### config.mk
export PLATFORM = sky130hd
export DESIGN_NAME = fetch_unit_flat
export DESIGN_NICKNAME = d
export VERILOG_FILES = /design/src/rtl/fetch_unit_pkg.sv /design/src/rtl/fetch_unit_if.sv /design/src/rtl/fetch_unit_pc_reg.sv /design/src/rtl/fetch_unit.sv /design/src/flat_wrapper.sv
export SDC_FILE = /design/constraint.sdc
export NUM_CORES = 1
export LEC_CHECK = 0
export BUFFER_PORTS_ARGS = -buffer_cell sky130_fd_sc_hd__buf_2
export CORE_ASPECT_RATIO = 1.75
export CORE_UTILIZATION = 40
export DETAILED_ROUTE_END_ITERATION = 16
export PLACE_DENSITY = 0.69
export SKIP_CTS_REPAIR_TIMING = 1
export SLEW_MARGIN = 20
export SYNTH_ARGS = -nofsm -noshare
export SYNTH_HDL_FRONTEND = slang
export SYNTH_SLANG_ARGS = --single-unit
### constraint.sdc
create_clock -name clk -period 6.5 [get_ports clk]
set_input_delay 0.325 -clock clk [delete_from_list [all_inputs] [get_ports clk]]
set_output_delay 0.325 -clock clk [all_outputs]
set_load 0.05 [all_outputs]
### src/rtl/fetch_unit_pkg.sv
// Shared definitions for the IF-stage fetch unit: datapath width, reset/NOP
// defaults, the fetch FSM state type and a word-alignment helper.
package fetch_unit_pkg;

    localparam int unsigned XLEN = 32;

    // addi x0, x0, 0
    localparam logic [XLEN-1:0] NOP_INSTR_DEFAULT = 32'h0000_0013;
    localparam logic [XLEN-1:0] RESET_PC_DEFAULT  = 32'h0000_0000;

    typedef enum logic [1:0] {
        StReq,      // request presented to memory
        StWait,     // request accepted, waiting for response
        StHave,     // valid instruction held for the decode stage
        StDiscard   // response still owed but already squashed
    } fetch_state_e;

    // RV32I without compressed instructions: targets are always word aligned.
    function automatic logic [XLEN-1:0] align_word(input logic [XLEN-1:0] addr);
        return addr & ~XLEN'(3);
    endfunction

endpackage

### src/rtl/fetch_unit_if.sv
// Instruction-memory request/response bundle.
//   imem_req    fetch -> mem  request valid
//   imem_addr   fetch -> mem  request address
//   imem_ready  mem -> fetch  request accepted this cycle
//   imem_rvalid mem -> fetch  response valid
//   imem_rdata  mem -> fetch  response instruction word
interface fetch_unit_if;
    import fetch_unit_pkg::*;

    logic            imem_req;
    logic [XLEN-1:0] imem_addr;
    logic            imem_ready;
    logic            imem_rvalid;
    logic [XLEN-1:0] imem_rdata;

    modport master (
        output imem_req,
        output imem_addr,
        input  imem_ready,
        input  imem_rvalid,
        input  imem_rdata
    );

    modport slave (
        input  imem_req,
        input  imem_addr,
        output imem_ready,
        output imem_rvalid,
        output imem_rdata
    );

endinterface

### src/rtl/fetch_unit_pc_reg.sv
// Program counter register with load / increment-by-4 / hold.
//   clk, reset  clock and asynchronous active-high reset (loads RESET_PC)
//   load_i      load load_val_i (takes priority over incr_i)
//   load_val_i  value to load
//   incr_i      advance by 4, wrapping modulo 2^XLEN
//   pc_o        current PC
module fetch_unit_pc_reg
    import fetch_unit_pkg::*;
#(
    parameter logic [XLEN-1:0] RESET_PC = RESET_PC_DEFAULT
) (
    input  logic            clk,
    input  logic            reset,
    input  logic            load_i,
    input  logic [XLEN-1:0] load_val_i,
    input  logic            incr_i,
    output logic [XLEN-1:0] pc_o
);

    logic [XLEN-1:0] pc_d, pc_q;

    always_comb begin
        pc_d = pc_q;
        if (load_i) begin
            pc_d = load_val_i;
        end else if (incr_i) begin
            pc_d = pc_q + XLEN'(4);
        end
    end

    always_ff @(posedge clk or posedge reset) begin
        if (reset) begin
            pc_q <= RESET_PC;
        end else begin
            pc_q <= pc_d;
        end
    end

    assign pc_o = pc_q;

endmodule

### src/rtl/fetch_unit.sv
// IF-stage fetch unit: owns the PC, issues one outstanding instruction-memory
// request at a time and presents InstrF/PCF/PCPlus4F to the IF/ID register.
//   clk, reset  clock and asynchronous active-high reset
//   StallF      hold the currently presented instruction
//   PCSrcE      redirect from EX to PCTargetE
//   PCTargetE   redirect target (low two bits ignored)
//   imem        instruction-memory request/response (master side)
//   InstrF      fetched instruction, NOP_INSTR when ValidF=0
//   PCF         PC of InstrF (the PC register)
//   PCPlus4F    PCF + 4, wrapping
//   ValidF      InstrF is a real fetched instruction
module fetch_unit
    import fetch_unit_pkg::*;
#(
    parameter logic [XLEN-1:0] RESET_PC  = RESET_PC_DEFAULT,
    parameter logic [XLEN-1:0] NOP_INSTR = NOP_INSTR_DEFAULT
) (
    input  logic                clk,
    input  logic                reset,
    input  logic                StallF,
    input  logic                PCSrcE,
    input  logic [XLEN-1:0]     PCTargetE,
    fetch_unit_if.master        imem,
    output logic [XLEN-1:0]     InstrF,
    output logic [XLEN-1:0]     PCF,
    output logic [XLEN-1:0]     PCPlus4F,
    output logic                ValidF
);

    fetch_state_e    state_d, state_q;
    logic [XLEN-1:0] instr_d, instr_q;
    logic [XLEN-1:0] pc;
    logic            pc_load;
    logic            pc_incr;

    fetch_unit_pc_reg #(
        .RESET_PC (RESET_PC)
    ) u_pc_reg (
        .clk        (clk),
        .reset      (reset),
        .load_i     (pc_load),
        .load_val_i (align_word(PCTargetE)),
        .incr_i     (pc_incr),
        .pc_o       (pc)
    );

    always_comb begin
        state_d = state_q;
        instr_d = instr_q;
        pc_load = 1'b0;
        pc_incr = 1'b0;
        case (state_q)
            StReq: begin
                if (PCSrcE) begin
                    pc_load = 1'b1;
                    // Request at the old PC was accepted in the same cycle as
                    // the redirect: its response is still owed and must be dropped.
                    if (imem.imem_ready) begin
                        state_d = StDiscard;
                    end
                end else if (imem.imem_ready) begin
                    state_d = StWait;
                end
            end
            StWait: begin
                if (PCSrcE) begin
                    pc_load = 1'b1;
                    state_d = imem.imem_rvalid ? StReq : StDiscard;
                end else if (imem.imem_rvalid) begin
                    instr_d = imem.imem_rdata;
                    state_d = StHave;
                end
            end
            StDiscard: begin
                if (PCSrcE) begin
                    pc_load = 1'b1;
                end
                if (imem.imem_rvalid) begin
                    state_d = StReq;
                end
            end
            StHave: begin
                // Redirect beats stall: the held instruction is on the wrong path.
                if (PCSrcE) begin
                    pc_load = 1'b1;
                    state_d = StReq;
                end else if (!StallF) begin
                    pc_incr = 1'b1;
                    state_d = StReq;
                end
            end
            default: begin
                state_d = StReq;
            end
        endcase
    end

    always_ff @(posedge clk or posedge reset) begin
        if (reset) begin
            state_q <= StReq;
            instr_q <= NOP_INSTR;
        end else begin
            state_q <= state_d;
            instr_q <= instr_d;
        end
    end

    assign imem.imem_req  = (state_q == StReq) && !reset;
    assign imem.imem_addr = pc;

    assign ValidF   = (state_q == StHave);
    assign InstrF   = ValidF ? instr_q : NOP_INSTR;
    assign PCF      = pc;
    assign PCPlus4F = pc + XLEN'(4);

    // A response is only legal while one is owed.
    a_rvalid_owed: assert property (@(posedge clk) disable iff (reset)
        imem.imem_rvalid |-> (state_q inside {StWait, StDiscard}));

endmodule
### src/flat_wrapper.sv
// flat-port wrapper written by rule: the top's interface ports become plain ports
module fetch_unit_flat import fetch_unit_pkg::*;
#(
    parameter logic [XLEN-1:0] RESET_PC  = RESET_PC_DEFAULT,
    parameter logic [XLEN-1:0] NOP_INSTR = NOP_INSTR_DEFAULT
)
  (clk, reset, StallF, PCSrcE, PCTargetE, InstrF, PCF, PCPlus4F, ValidF, imem_imem_req, imem_imem_addr, imem_imem_ready, imem_imem_rvalid, imem_imem_rdata);
  fetch_unit_if imem_i ();
  input  logic clk;
  input  logic reset;
  input  logic StallF;
  input  logic PCSrcE;
  input  logic [XLEN-1:0] PCTargetE;
  output logic [XLEN-1:0] InstrF;
  output logic [XLEN-1:0] PCF;
  output logic [XLEN-1:0] PCPlus4F;
  output logic ValidF;
  output wire logic [$bits(imem_i.imem_req)-1:0] imem_imem_req;
  output wire logic [$bits(imem_i.imem_addr)-1:0] imem_imem_addr;
  input wire logic [$bits(imem_i.imem_ready)-1:0] imem_imem_ready;
  input wire logic [$bits(imem_i.imem_rvalid)-1:0] imem_imem_rvalid;
  input wire logic [$bits(imem_i.imem_rdata)-1:0] imem_imem_rdata;
  assign imem_imem_req = imem_i.imem_req;
  assign imem_imem_addr = imem_i.imem_addr;
  assign imem_i.imem_ready = imem_imem_ready;
  assign imem_i.imem_rvalid = imem_imem_rvalid;
  assign imem_i.imem_rdata = imem_imem_rdata;
  fetch_unit #(.RESET_PC(RESET_PC), .NOP_INSTR(NOP_INSTR)) u_core (.clk(clk), .reset(reset), .StallF(StallF), .PCSrcE(PCSrcE), .PCTargetE(PCTargetE), .imem(imem_i), .InstrF(InstrF), .PCF(PCF), .PCPlus4F(PCPlus4F), .ValidF(ValidF));
endmodule
Word-level counts from Yosys, hierarchy flattened
Index checks and enable logic that the tools add are counted.
- bits in latches: 0
- bits of input ports: 70
- bits in registers: 66
- memory bits (read-only): 0
- memories kept: 0
- memory bits (writable): 0
- magnitude comparators: 0
- $mul: 0
- eq/ne operators: 7
- shift-type cells: 0
- divide/modulo/power cells: 0
- multiplexer cells: 18
- reductions and logical operators: 7
- bitwise gates (word level): 1
- add/subtract/negate cells: 1
- operators with widths (operator ; number):
    $mux 32 ; 3
    $add 32x3->32 const B ; 1
    $mux 2 ; 9
    $pmux 2 s4 ; 1
    $ne 3x3->1 const B ; 2
    $mux 1 ; 5
    $eq 2x2->1 const B ; 2
    $ne 2x2->1 const B ; 2
    $reduce_and 4->1 ; 1
    $reduce_or 4->1 ; 1
    $reduce_and 3->1 ; 1
    $eq 2x1->1 const B ; 1
    $logic_not 2->1 ; 1
    $reduce_bool 2->1 ; 1
    $logic_and 1x1->1 ; 1
    $logic_not 1->1 ; 1
    $not 1->1 ; 1

Depth between registers and ports, before layout
- word-level depth: 5
- gate-level depth with buffers: 8

By module
From an unflattened synthesis, not the netlist that was laid out.
- cells, all modules: 438
- area, all modules: 4222.8 µm²
- modules (own cells, without submodules) (module ; cells each ; area an instance (µm²) ; times used):
    fetch_unit ; 235 ; 2373.5 ; 1
    fetch_unit_pc_reg ; 203 ; 1849.3 ; 1

Worst setup path before layout
OpenSTA, ideal clock, no wires.
- path type: reg2out
- start: reg u_core.u_pc_reg.pc_q[2] (netlist: u_core.u_pc_reg.pc_o[2])
- end: out PCPlus4F[18]
- buffers on the path: 0
- arrival time: 2.949 ns
- data required time: 6.175 ns
- stages on the path, launching flop included: 6
- setup slack: 3.226 ns
- path through: dfrtp_1 ha_1 nand3_1 nor4_1 nand3_1 xnor2_1
- cells in the longest elaborated chain, start to end: 1
- RTL lines (what ; RTL line ; text):
    from (decl) ; fetch_unit_pc_reg.sv:20 ; logic [XLEN-1:0] pc_d, pc_q;
    from (signal assigned) ; fetch_unit_pc_reg.sv:35 ; pc_q <= pc_d;
    $add 32x3->32 ; fetch_unit.sv:114 ; assign PCPlus4F = pc + XLEN'(4);
    to (decl) ; flat_wrapper.sv:16 ; output logic [XLEN-1:0] PCPlus4F;
Every way passes these cells.

Final worst setup path
- start: reg u_core.u_pc_reg.pc_q[17] (netlist: u_core.u_pc_reg.pc_o[17])
- end: out PCPlus4F[29]
Same word-level chain as after synthesis.

==> impl_metrics.ini <==
[detailed_routing]
firstDrtPassIters = 4
num_vias = 3704
drt_wl_total_um = 11000
initialDrtViolationCount = 196
ant_nets = 0
vias_per_cell = 5.18
drc = 0
wl_per_cell_um = 15.5

[sta]
setup_tns_ns = 0
setup_slack_ns = 3.24
fin_skew_ns = 0.00869
worstMarginPinSlew_ns = 0.985
rsz0062_at_grt = false
max_slew_margin_pct = 34.3
setup_viol = 0
min_period_over_period_pct = 50.1
fin_crit_ns = 3.26
hold_viol = 0
fmax_mhz = 307
slew_viol_final = 0

[yosys]
syn_avg_cell_area_um2 = 9.24
synth_cell_type_count = 50
yosys_register_bits = 64
synth-adder-area-share_pct = 0.305
synth_top_area_share_pct = 37.2
synth_cells = 444
synth-xor-area-share_pct = 8.11
synth_area_leaders = dfrtp_1, mux2_2, buf_4, xnor2_1, and2_1
ys_seq_area_share_pct = 39.1
synth.cell_area_mm2 = 0.00410
synth_top_area_cell = dfrtp_1
ys.warnings.count = 0
synthFlopType = dfrtp_1
synthArstFlopShare_pct = 100
synth_edf_count = 0
synth_top_family_by_area = simple AND/OR/NAND/NOR gates
synthMuxAreaShare_pct = 9.27
synthSimpleGateAreaFrac_pct = 24.1
synth-compound-area-share_pct = 7.93

[floorplanning]
ios = 200
start_util_pct = 41.4
die-area_mm2 = 0.0107
core_area_mm2 = 0.00991
rows = 48
dieHeight_um = 136
die_w_um = 78.5

[run_status]
status = finished, final reports clean

[global_routing]
track_usage_pct = 20.8
grt_max_degree = 39
grt_overflow_total = 0
grt_pass1_wl_um = 17200
grt_pass1_vias = 3539
antenna_found_initial = 0

[worst_setup_path]
crit_path_cell_trace = nand4_1, nor4_1, nand3_1, xnor2_1, buf_2
worstSetupStartpointType = flop
critPathMaxFanout = 11
cp_data_required_time_ns = 6.17
arrival_ns = 2.93
critPathMaxStageDelay_ns = 0.89
critical-path-top-delay-family = simple AND/OR/NAND/NOR gates
crit_slowest_cell = nor4_1
critPathBufInv = 1
setup.worst_path.end_class = primary output
crit_type = reg2out

[placement]
hpwl_um = 8160
globalplace.congestion = 0.830
portBuffers = 191
place_ws_ns = 3.43

[final_layout]
nets = 656
n_antenna_cell = 0
final_layout_size_suffix_gt1_share_pct = 42.5
area_growth_pct = 25.8
layout_commonest_cell = buf_2
final_cell_mix = buf_2, dfrtp_1, mux2_2
fillCellCount = 960

[power_and_ir_drop]
leakagePower_uw = 0.00239
ir_drop_v = 0.000229
p_per_area_mw_per_mm2 = 417

[cts]
clkTransAtPathRegs_ns = 0.06
clock-sinks = 64
cts_buffers = 9
clkLatencyLatePin_ns = 0.33
clockRootBuffer = clkbuf_16
htreeDepth = 3
cts_tree = built
cts_buffer_depth = 2

[job]
cap_violations = 0

[worst_hold_path]
hold_path.class = in2async
-- path summary, 6_finish.rpt --
kind / start / to / slack (ns) / cells past startpoint
setup / recovery: u_core.u_pc_reg.pc_o[17]$_DFFE_PP0P_ / PCPlus4F[29] / 3.24 / 5
hold / removal: reset / u_core.instr_q[21]$_DFFE_PP0P_ / 0.06 / 2
max in group asynchronous: reset / u_core.u_pc_reg.pc_o[20]$_DFFE_PP0P_ / 5.50 / 3
min in group clk: PCTargetE[6] / u_core.u_pc_reg.pc_o[6]$_DFFE_PP0P_ / 0.20 / 3
hold reg to reg: u_core.instr_q[7]$_DFFE_PP0P_ / u_core.instr_q[7]$_DFFE_PP0P_ / 0.50 / 1
setup reg to reg: u_core.state_q[0]$_DFFE_PP0P_ / u_core.u_pc_reg.pc_o[20]$_DFFE_PP0P_ / 3.72 / 4
-- registers in the layout, summed over array words and instances (netlist names) --
signal                count
u_core.instr_q           32
u_core.u_pc_reg.pc_o     30
u_core.state_q            2
-- worst register-to-register path: stages (launching register included) --
cell and delay (ns):
dfrtp_1 0.48, or3b_1 0.60, or4_1 0.84, o311a_2 0.48, a211o_1 0.26
-- cell families (layout without fill, tap and decap cells) --
group | count (synthesis) | in the layout
and+or+nand+nor | 179 | 179
muxes | 34 | 34
DFF | 64 | 64
buffers and inverters | 77 | 218
adders and majority gates | 1 | 1
AOI/OAI and AO/OA | 50 | 50
xor gates and xnor gates | 38 | 38
other | 1 | 6
-- cell type report --
type,instances,area [um2],share of cell area [%]
tap,125,156,3.03
timing repair buffer,193,971,18.8
sequential,64,1610,31.1
clock buffer,9,225,4.36
inverter,9,33.8,0.655
clock inverter,7,103,1.99
multi-input combinational,308,2070,40.0
-- per-stage QoR --
step                cell area [um2]  cells  hold slack (ns)  total power, uW  utilization, %
floorplan                      4120    449            0.421             1460               -
detailed placement             4830    699            0.420             1640            48.7
global placement               4830    699            0.403             1620            48.7
global route                   5160    715           0.0916             2260            52.1
CTS                            5160    715           0.0615             2180            52.0
finish                         5160    715           0.0626             2150            52.1
-- routing by layer --
layer  GRT usage (%)  wire [um]
met5               0          0
met3            4.30        570
met4            10.7        350
met2            36.6       5890
met1            23.3       4240
-- synthesized netlist by cell type (all sizes together), types with 10 or more instances --
| cell type | count |
|---|---|
| buf | 45 |
| nand3 | 25 |
| nor2 | 26 |
| o21ai | 15 |
| a31oi | 14 |
| or4 | 13 |
| xor2 | 12 |
| o31ai | 10 |
| dfrtp | 61 |
| and2 | 31 |
| clkbuf | 23 |
| xnor2 | 26 |
| mux2 | 32 |
| nand2 | 31 |
-- report_power, final --
group          switching (uW)  internal (uW)  leakage [uW]
sequential                103            530      0.000753
combinational             718            277       0.00148
clock                     187            339      0.000157
Note: power is estimated with default switching activity, not from simulation.
